[config.mk]
export PLATFORM = sky130hd
export DESIGN_NAME = can_rx_wb_master
export DESIGN_NICKNAME = d
export VERILOG_FILES = /design/src/rtl/can_wb_pkg.sv /design/src/rtl/can_wbm_access.sv /design/src/rtl/can_rx_wb_master.sv
export SDC_FILE = /design/constraint.sdc
export NUM_CORES = 1
export LEC_CHECK = 0
export ABC_AREA = 1
export CAP_MARGIN = 10
export CORE_UTILIZATION = 40
export DETAILED_ROUTE_END_ITERATION = 16
export DONT_BUFFER_PORTS = 1
export SLEW_MARGIN = 20
export SYNTH_ARGS = -nofsm -noshare
export SYNTH_HDL_FRONTEND = slang
export SYNTH_SLANG_ARGS = --single-unit
[constraint.sdc]
create_clock -name wb_clk_i -period 6.5 [get_ports wb_clk_i]
set_input_delay 1.3 -clock wb_clk_i [delete_from_list [all_inputs] [get_ports wb_clk_i]]
set_output_delay 1.3 -clock wb_clk_i [all_outputs]
set_load 0.01 [all_outputs]
[src/rtl/can_wb_pkg.sv]
// can_wb_pkg
//   Register map and field positions of the CAN controller RX window, plus
//   the state encoding of the RX-draining Wishbone initiator.
//   Shared with the CAN slave register file so both sides agree on offsets.
package can_wb_pkg;

   // register offsets inside the CAN slave window
   localparam logic [7:0] STATUS_OFS = 8'h04;
   localparam logic [7:0] ID_OFS     = 8'h10;
   localparam logic [7:0] INFO_OFS   = 8'h14;
   localparam logic [7:0] DATAL_OFS  = 8'h18;
   localparam logic [7:0] DATAH_OFS  = 8'h1C;
   localparam logic [7:0] POP_OFS    = 8'h20;

   // STATUS / ID / INFO field positions
   localparam int EMPTY_BIT    = 1;
   localparam int ID_W         = 29;
   localparam int INFO_DLC_LSB = 0;
   localparam int INFO_RTR_BIT = 4;
   localparam int INFO_EXT_BIT = 5;
   localparam int INFO_FMI_LSB = 6;

   typedef enum logic [3:0] {
      ST_IDLE,
      ST_POLL,
      ST_GAP,
      ST_RD_ID,
      ST_RD_INFO,
      ST_RD_DL,
      ST_RD_DH,
      ST_POP,
      ST_PRESENT
   } rx_state_e;

   // absolute bus address of a register in the window
   function automatic logic [31:0] reg_addr(input logic [31:0] base, input logic [7:0] ofs);
      return base + {24'h0, ofs};
   endfunction

endpackage

[src/rtl/can_wbm_access.sv]
// can_wbm_access
//   Single-access Wishbone classic engine. A level request with
//   addr/we/wdata starts one access when the bus is idle; the bus signals are
//   held until ack is sampled, then dropped for at least one cycle.
//   Ports:
//     clk, rst            clock, async active-high reset
//     req, addr, we, wdata  access request from the sequencer
//     done                high in the ack cycle (combinational)
//     rdata               read data, valid while done is high
//     err                 high in the cycle an access is aborted on timeout
//     wbm_*               Wishbone initiator signals
//   Config: WB_TIMEOUT_EN adds a per-access ack timeout of TIMEOUT_CYC cycles.
import can_wb_pkg::*;

module can_wbm_access #(
   parameter int TIMEOUT_CYC = 255
) (
   input  logic        clk,
   input  logic        rst,
   input  logic        req,
   input  logic [31:0] addr,
   input  logic        we,
   input  logic [31:0] wdata,
   output logic        done,
   output logic [31:0] rdata,
   output logic        err,
   output logic [31:0] wbm_adr_o,
   output logic [31:0] wbm_dat_o,
   input  logic [31:0] wbm_dat_i,
   output logic [3:0]  wbm_sel_o,
   output logic        wbm_we_o,
   output logic        wbm_cyc_o,
   output logic        wbm_stb_o,
   input  logic        wbm_ack_i
);

   assign done  = wbm_cyc_o & wbm_ack_i;
   assign rdata = wbm_dat_i;

`ifdef WB_TIMEOUT_EN
   localparam int TW = $clog2(TIMEOUT_CYC + 1);
   logic [TW-1:0] tmo_cnt;

   // counts cycles of the current access; zero whenever the bus is idle
   always_ff @(posedge clk or posedge rst) begin
      if (rst)             tmo_cnt <= '0;
      else if (!wbm_cyc_o) tmo_cnt <= '0;
      else                 tmo_cnt <= tmo_cnt + 1'b1;
   end

   // abort at the end of the TIMEOUT_CYC-th cycle without ack
   assign err = wbm_cyc_o & ~wbm_ack_i & (tmo_cnt == TW'(TIMEOUT_CYC - 1));
`else
   assign err = 1'b0;
`endif

   always_ff @(posedge clk or posedge rst) begin
      if (rst) begin
         wbm_cyc_o <= 1'b0;
         wbm_stb_o <= 1'b0;
         wbm_we_o  <= 1'b0;
         wbm_sel_o <= 4'h0;
         wbm_adr_o <= '0;
         wbm_dat_o <= '0;
      end else if (wbm_cyc_o) begin
         if (done || err) begin
            wbm_cyc_o <= 1'b0;
            wbm_stb_o <= 1'b0;
            wbm_we_o  <= 1'b0;
            wbm_sel_o <= 4'h0;
            wbm_adr_o <= '0;
            wbm_dat_o <= '0;
         end
      end else if (req) begin
         // starting only from an idle bus cycle guarantees the gap between accesses
         wbm_cyc_o <= 1'b1;
         wbm_stb_o <= 1'b1;
         wbm_we_o  <= we;
         wbm_sel_o <= 4'hF;
         wbm_adr_o <= addr;
         wbm_dat_o <= wdata;
      end
   end

endmodule

[src/rtl/can_rx_wb_master.sv]
// can_rx_wb_master
//   Wishbone classic initiator draining the CAN controller RX FIFO. Polls
//   STATUS; while non-empty reads ID, INFO, DATA_L, DATA_H, writes POP and
//   presents the frame on a valid/ready stream.
//   Ports:
//     wb_clk_i, wb_rst_i   clock, async active-high reset
//     wbm_*                Wishbone initiator (sel is 4'hF during a cycle)
//     enable               run the poll loop
//     frame_valid/ready    frame stream handshake
//     frame_id/dlc/rtr/ext/fmi/data   frame fields, stable while valid
//     frame_count          frames delivered (wraps)
//     bus_err              one-cycle pulse on ack timeout
//   Config: WB_TIMEOUT_EN enables the ack timeout (TIMEOUT_CYC); otherwise
//   accesses wait indefinitely and bus_err stays 0.
import can_wb_pkg::*;

module can_rx_wb_master #(
   parameter logic [31:0] BASE_ADDR = 32'h3000_0000,
   parameter int          POLL_GAP  = 16
`ifdef WB_TIMEOUT_EN
   ,parameter int         TIMEOUT_CYC = 255
`endif
) (
   input  logic        wb_clk_i,
   input  logic        wb_rst_i,
   output logic [31:0] wbm_adr_o,
   output logic [31:0] wbm_dat_o,
   input  logic [31:0] wbm_dat_i,
   output logic [3:0]  wbm_sel_o,
   output logic        wbm_we_o,
   output logic        wbm_cyc_o,
   output logic        wbm_stb_o,
   input  logic        wbm_ack_i,
   input  logic        enable,
   output logic        frame_valid,
   input  logic        frame_ready,
   output logic [28:0] frame_id,
   output logic [3:0]  frame_dlc,
   output logic        frame_rtr,
   output logic        frame_ext,
   output logic [4:0]  frame_fmi,
   output logic [63:0] frame_data,
   output logic [15:0] frame_count,
   output logic        bus_err
);

   rx_state_e   state_q, state_d;
   logic [15:0] gap_cnt;
   logic        acc_req, acc_we, acc_done, acc_err;
   logic [31:0] acc_addr, acc_wdata, acc_rdata;

   can_wbm_access #(
`ifdef WB_TIMEOUT_EN
      .TIMEOUT_CYC(TIMEOUT_CYC)
`endif
   ) u_access (
      .clk       (wb_clk_i),
      .rst       (wb_rst_i),
      .req       (acc_req),
      .addr      (acc_addr),
      .we        (acc_we),
      .wdata     (acc_wdata),
      .done      (acc_done),
      .rdata     (acc_rdata),
      .err       (acc_err),
      .wbm_adr_o (wbm_adr_o),
      .wbm_dat_o (wbm_dat_o),
      .wbm_dat_i (wbm_dat_i),
      .wbm_sel_o (wbm_sel_o),
      .wbm_we_o  (wbm_we_o),
      .wbm_cyc_o (wbm_cyc_o),
      .wbm_stb_o (wbm_stb_o),
      .wbm_ack_i (wbm_ack_i)
   );

   assign frame_valid = (state_q == ST_PRESENT);

   always_ff @(posedge wb_clk_i or posedge wb_rst_i) begin
      if (wb_rst_i) state_q <= ST_IDLE;
      else          state_q <= state_d;
   end

   // Access states keep req high; the engine only starts from an idle bus,
   // and every completed access moves the FSM on, so no access repeats.
   always_comb begin
      state_d   = state_q;
      acc_req   = 1'b0;
      acc_we    = 1'b0;
      acc_addr  = '0;
      acc_wdata = '0;
      case (state_q)
         ST_IDLE: if (enable) state_d = ST_POLL;
         ST_POLL: begin
            acc_req  = 1'b1;
            acc_addr = reg_addr(BASE_ADDR, STATUS_OFS);
            if (acc_done) state_d = acc_rdata[EMPTY_BIT] ? ST_GAP : ST_RD_ID;
         end
         ST_GAP: begin
            if (!enable)                             state_d = ST_IDLE;
            else if (gap_cnt == 16'(POLL_GAP - 1))   state_d = ST_POLL;
         end
         ST_RD_ID: begin
            acc_req  = 1'b1;
            acc_addr = reg_addr(BASE_ADDR, ID_OFS);
            if (acc_done) state_d = ST_RD_INFO;
         end
         ST_RD_INFO: begin
            acc_req  = 1'b1;
            acc_addr = reg_addr(BASE_ADDR, INFO_OFS);
            if (acc_done) state_d = ST_RD_DL;
         end
         ST_RD_DL: begin
            acc_req  = 1'b1;
            acc_addr = reg_addr(BASE_ADDR, DATAL_OFS);
            if (acc_done) state_d = ST_RD_DH;
         end
         ST_RD_DH: begin
            acc_req  = 1'b1;
            acc_addr = reg_addr(BASE_ADDR, DATAH_OFS);
            if (acc_done) state_d = ST_POP;
         end
         ST_POP: begin
            acc_req   = 1'b1;
            acc_we    = 1'b1;
            acc_addr  = reg_addr(BASE_ADDR, POP_OFS);
            acc_wdata = 32'h1;
            if (acc_done) state_d = ST_PRESENT;
         end
         ST_PRESENT: if (frame_ready) state_d = enable ? ST_POLL : ST_IDLE;
         default: state_d = ST_IDLE;
      endcase
      // a timed-out access abandons the frame; the entry stays in the FIFO
      if (acc_err) state_d = ST_IDLE;
   end

   always_ff @(posedge wb_clk_i or posedge wb_rst_i) begin
      if (wb_rst_i) begin
         gap_cnt     <= '0;
         frame_id    <= '0;
         frame_dlc   <= '0;
         frame_rtr   <= 1'b0;
         frame_ext   <= 1'b0;
         frame_fmi   <= '0;
         frame_data  <= '0;
         frame_count <= '0;
         bus_err     <= 1'b0;
      end else begin
         gap_cnt <= (state_q == ST_GAP) ? gap_cnt + 16'd1 : 16'd0;
         bus_err <= acc_err;
         if (acc_done) begin
            case (state_q)
               ST_RD_ID:   frame_id <= acc_rdata[ID_W-1:0];
               ST_RD_INFO: begin
                  frame_dlc <= acc_rdata[INFO_DLC_LSB +: 4];
                  frame_rtr <= acc_rdata[INFO_RTR_BIT];
                  frame_ext <= acc_rdata[INFO_EXT_BIT];
                  frame_fmi <= acc_rdata[INFO_FMI_LSB +: 5];
               end
               ST_RD_DL:   frame_data[31:0]  <= acc_rdata;
               ST_RD_DH:   frame_data[63:32] <= acc_rdata;
               default: ;
            endcase
         end
         if (frame_valid && frame_ready) frame_count <= frame_count + 16'd1;
      end
   end

endmodule

Word level (Yosys, flattened, before mapping) --
Index checks and enable logic that the tools add are counted. Widths: inputs -> output; s select.
Operators by class: add/subtract/negate cells 2, eq/ne operators 19, multiplexer cells 34, bitwise gates (word level) 1, reductions and logical operators 10
Operators by type and width (count):
- $pmux 30 s6 | 1
- $mux 32 | 5
- $mux 4 | 13
- $pmux 4 s9 | 1
- $add 16x1->16 const B | 2
- $eq 16x4->1 const B | 1
- $eq 4x3->1 const B | 4
- $mux 16 | 1
- $ne 2x2->1 const B | 8
- $mux 1 | 13
- $reduce_and 2->1 | 5
- $reduce_and 9->1 | 1
- $eq 4x2->1 const B | 2
- $reduce_or 6->1 | 1
- $eq 4x1->1 const B | 1
- $eq 4x4->1 const B | 1
- $logic_not 4->1 | 1
- $ne 3x3->1 const B | 1
- $ne 2x1->1 const B | 1
- $reduce_bool 2->1 | 1
- $and 1x1->1 | 1
- $logic_and 1x1->1 | 1
Word-level totals: flip-flop bits (word level) 211, input bits 37, output and inout bits 193, word-level logic and storage cells 82

Logic depth before layout (Yosys ltp) --
depth in word-level cells 5, depth in mapped cells 9

Hierarchy --
Synthesis repeated with hierarchy kept, for this count alone.
Second synthesis, totals: cells, all modules 989, area total of the unflattened synthesis 8800.9 um^2
By module, submodules not included:
- can_rx_wb_master | times used 1, cells an instance 658, area each 5853.1 um^2
- can_wbm_access | times used 1, cells an instance 331, area each 2947.8 um^2

Worst setup path before layout --
Ideal clock, no wire load.
path kind input-to-reg, start point input wbm_ack_i, end point register frame_id[9], data arrival time 2.040 ns, data required time 6.371 ns, setup slack 4.331 ns, stages on the path 7, buffers on the path 2, path through nand2_2 -> clkinv_2 -> nand3_2 -> buf_4 -> buf_4 -> nand2_1 -> o21ai_1
Between the ends: longest elaborated chain between the ends 2
RTL lines:
- start, declared | RTL line can_rx_wb_master.sv:33 | input logic wbm_ack_i,
- $and 1x1->1 | RTL line can_wbm_access.sv:37 | assign done = wbm_cyc_o & wbm_ack_i;
- $reduce_and 2->1 (no source line)
- end signal, assigned | RTL line can_rx_wb_master.sv:152 | ST_RD_ID: frame_id <= acc_rdata[ID_W-1:0];
- end, declared | RTL line can_rx_wb_master.sv:37 | output logic [28:0] frame_id,
No other way between the ends. A chain may end at the register's enable or synchronous reset.

Final worst setup path --
start point register state_q[2], end point output frame_valid
Between the ends: longest elaborated chain between the ends 1
RTL lines:
- start, declared | RTL line can_rx_wb_master.sv:47 | rx_state_e state_q, state_d;
- start signal, assigned | RTL line can_rx_wb_master.sv:80 | else state_q <= state_d;
- $eq 4x4->1 | RTL line can_rx_wb_master.sv:76 | assign frame_valid = (state_q == ST_PRESENT);
- end, declared | RTL line can_rx_wb_master.sv:35 | output logic frame_valid,
No other way between the ends.

==> out/summary.txt <==
status: finished clean
Placement Rows: 47
die area: 17800 sq um
CTS tree: yes
Synth area leaders: dfrtp_1 53%, nand2_1 12%, buf_4 7.3%
port buffer count: 0
post-synthesis cell area: 6920 sq um
fin crit share: 41.2%
CTS resizes: 0
vias post-DR: 4544
setup tns final: 0 ns
global placement routability congestion: 0.775
Cell Pwr Density: 461 nW/um^2
Seq/Total Area, Yosys: 53.5%
CTS Hold Bufs: 0
area grow syn2layout: 6.51%
Distinct cells, synth: 31
HP Class: flip-flop to flip-flop
Async SR Flop Fraction: 100%
Max H-tree Level: 4
Bufs on Longest Clock Path: 2
Max transition margin: 44.2%
MaxCap Viol Count: 0
CP Capture Type: output port
Setup WS pre-CTS: 3.35 ns
CP max FO: 6
Post CTS Setup Buffer Count: 0
# setup viols final: 0
die width: 134 um
top_reg_cell synth: dfrtp_1
R2R setup slack: 4.61 ns
Routed Antenna Nets: 0
Post-synth EDFFs: 0
detailed placement HPWL: 9660 um
Worst EP required: 5.20 ns
Routed wire per std cell: 14.5 um
Layout Skew: 0.0111 ns
crit path cell chain: nor2_2 > nand2_1 > inv_1
worst reg2reg path startpoint: u_access.wbm_cyc_o
Core Area: 16800 sq um
clk slew on worst S/H paths: 0.06 ns
Avg Vias per Cell: 4.61
Max stage delay cell, worst path: dfrtp_1
WP buf/inv: 1
commonest cells in the netlist: 215 x nand2_1, 148 x dfrtp_1, 68 x inv_1, 67 x buf_4, 50 x nor2_1
count leader, synth: nand2_1
cts bufs inserted: 17
post-synth top area share: 53.5%
post-synthesis xor/xnor area fraction: 1.01%
vias in the first global route: 4262
Worst Max-Slew Pin Slew: 0.837 ns
#FFs+latches synth: 148
Peak Freq: 373 MHz
Starting Density: 41.3%
Worst Reg2Reg Path Length in Cells: 5
leakage: 3.73 nW
Detailed Route WL: 14300 um
Final Hold Viols: 0
1st-iter DRT viols: 202
top cell type by total area after synthesis: dfrtp_1
synthesized area per cell: 9.05 sq um
RSZ-0062 raised after global routing: false
First-pass DRT Iterations: 5
kind of critical path: flip-flop to output port
delay-heaviest family, CP: flip-flops
share of cells above drive strength 1: 12.5%
root buffer cell: clkbuf_16
Post-Syn Instances: 765
hold path depth: 1
io pins: 230
worst skew pair latency: 0.42 ns
Setup crit start kind: flip-flop
Worst Path Arrival: 1.38 ns
first-pass GRT wire length: 23100 um
smallest setup slack after layout: 3.82 ns
Synth Area in Compound Gates: 11.7%
largest net degree at the start of global routing: 95
Min Clock Period, post-route: 2.68 ns
main combinational cell family by area after synthesis: simple AND/OR/NAND/NOR gates
CTS sink count: 148
fin nets: 795
diodes inserted: 0
Die Y: 134 um
Max Slew Vio Count: 0
GRT Overall Usage: 16.5%
hold_sp: gap_cnt[0]
Util after Layout: 44.0%
mux cell area share after synthesis: 0%
Post-Synth Simple-Gate Area: 19.5%
initial antenna violation count: 0
critical path's largest stage delay: 0.51 ns
WHS Endpoint: gap_cnt[0]
reg2reg end: frame_data[27]
GRT Residual Overflow: 0
Post-route DRC: 0
Syn. warnings: 0
Synth Area in Adders: 0.361%
maximum vdd drop: 191 uV
[cell type report]
| cell class | instances | area [sq um] |
|---|---|---|
| Sequential cell | 148 | 3700 |
| Clock inverter | 9 | 181 |
| Clock buffer | 19 | 443 |
| Multi-Input combinational cell | 515 | 2480 |
| Inverter | 73 | 280 |
| Tap cell | 220 | 275 |
| Fill cell | 1651 | 9390 |
| Timing Repair Buffer | 1 | 7.51 |
[kinds of logic after synthesis]
family,after synthesis
compound gates,130
xor+xnor,8
fa+ha+maj,2
buf+inv,159
flops,148
other cells,1
simple gates,317
[metrics by stage]
step | cells | instance area, sq um | hold WS [ns] | total power [mW]
2_1_floorplan | 822 | 7140 | 0.433 | 2.22
3_3_place_gp | 957 | 6740 | 0.458 | 2.34
3_5_place_dp | 957 | 6740 | 0.455 | 2.36
4_1_cts | 985 | 7370 | 0.470 | 3.44
5_1_grt | 985 | 7370 | 0.484 | 3.61
6_report | 985 | 7370 | 0.463 | 3.40
[layout by cell type (no fill, tap or decap), drive strengths merged]
master,Yosys,routed
bufinv,0,5
dfrtp,148,148
nand2,220,220
inv,71,71
conb,1,58
nand3,25,25
nor3,4,4
a21oi,10,10
ha,2,2
buf,84,1
xor2,5,5
o21ai,119,119
clkbuf,2,19
nand4,7,7
nor2,60,60
xnor2,3,3
a31oi,1,1
clkinv,2,6
or2,1,1
[how the worst max path moves through the flow]
| stage | from | endpoint | cells after the start |
|---|---|---|---|
| floorplan | wb_rst_i | frame_count[0] | 1 |
| global placement | wbm_ack_i | frame_id[24] | 4 |
| detailed placement | wbm_ack_i | frame_id[25] | 4 |
| CTS | state_q[2] | frame_valid | 3 |
| global route | state_q[2] | frame_valid | 3 |
| finish | state_q[2] | frame_valid | 3 |
[power breakdown]
group	switching, mW	internal [mW]	leakage (nW)
Sequential	0.473	1.26	1.93
Combinational	0.367	0.232	1.49
Clock	0.377	0.684	0.305
[metal layers]
| metal | wire length (um) | part of all wire [%] | GRT usage, % | up-vias |
|---|---|---|---|---|
| li1 | - | - | - | 2273 |
| met1 | 6300 | 44 | 21.0 | 2096 |
| met5 | 0 | 0 | 0 | - |
| met2 | 6790 | 47 | 25.9 | 165 |
| met3 | 1100 | 7.7 | 6.54 | 10 |
| met4 | 125 | 0.87 | 5.11 | 0 |
[worst register-to-register path, stage by stage, from the launching register on]
cell,delay (ns)
dfrtp_1,0.48
nand2_2,0.19
clkinv_2,0.19
nand2_4,0.66
nand2_1,0.18
o21ai_2,0.09
[flip-flops by register name (all words and copies together), names as in the netlist, 4 cells and up]
register            flops
frame_id               29
frame_fmi               5
frame_dlc               4
u_access.wbm_adr_o      5
gap_cnt                16
frame_count            16
state_q                 4
frame_data             64
Power figures use the tool's default switching activity.
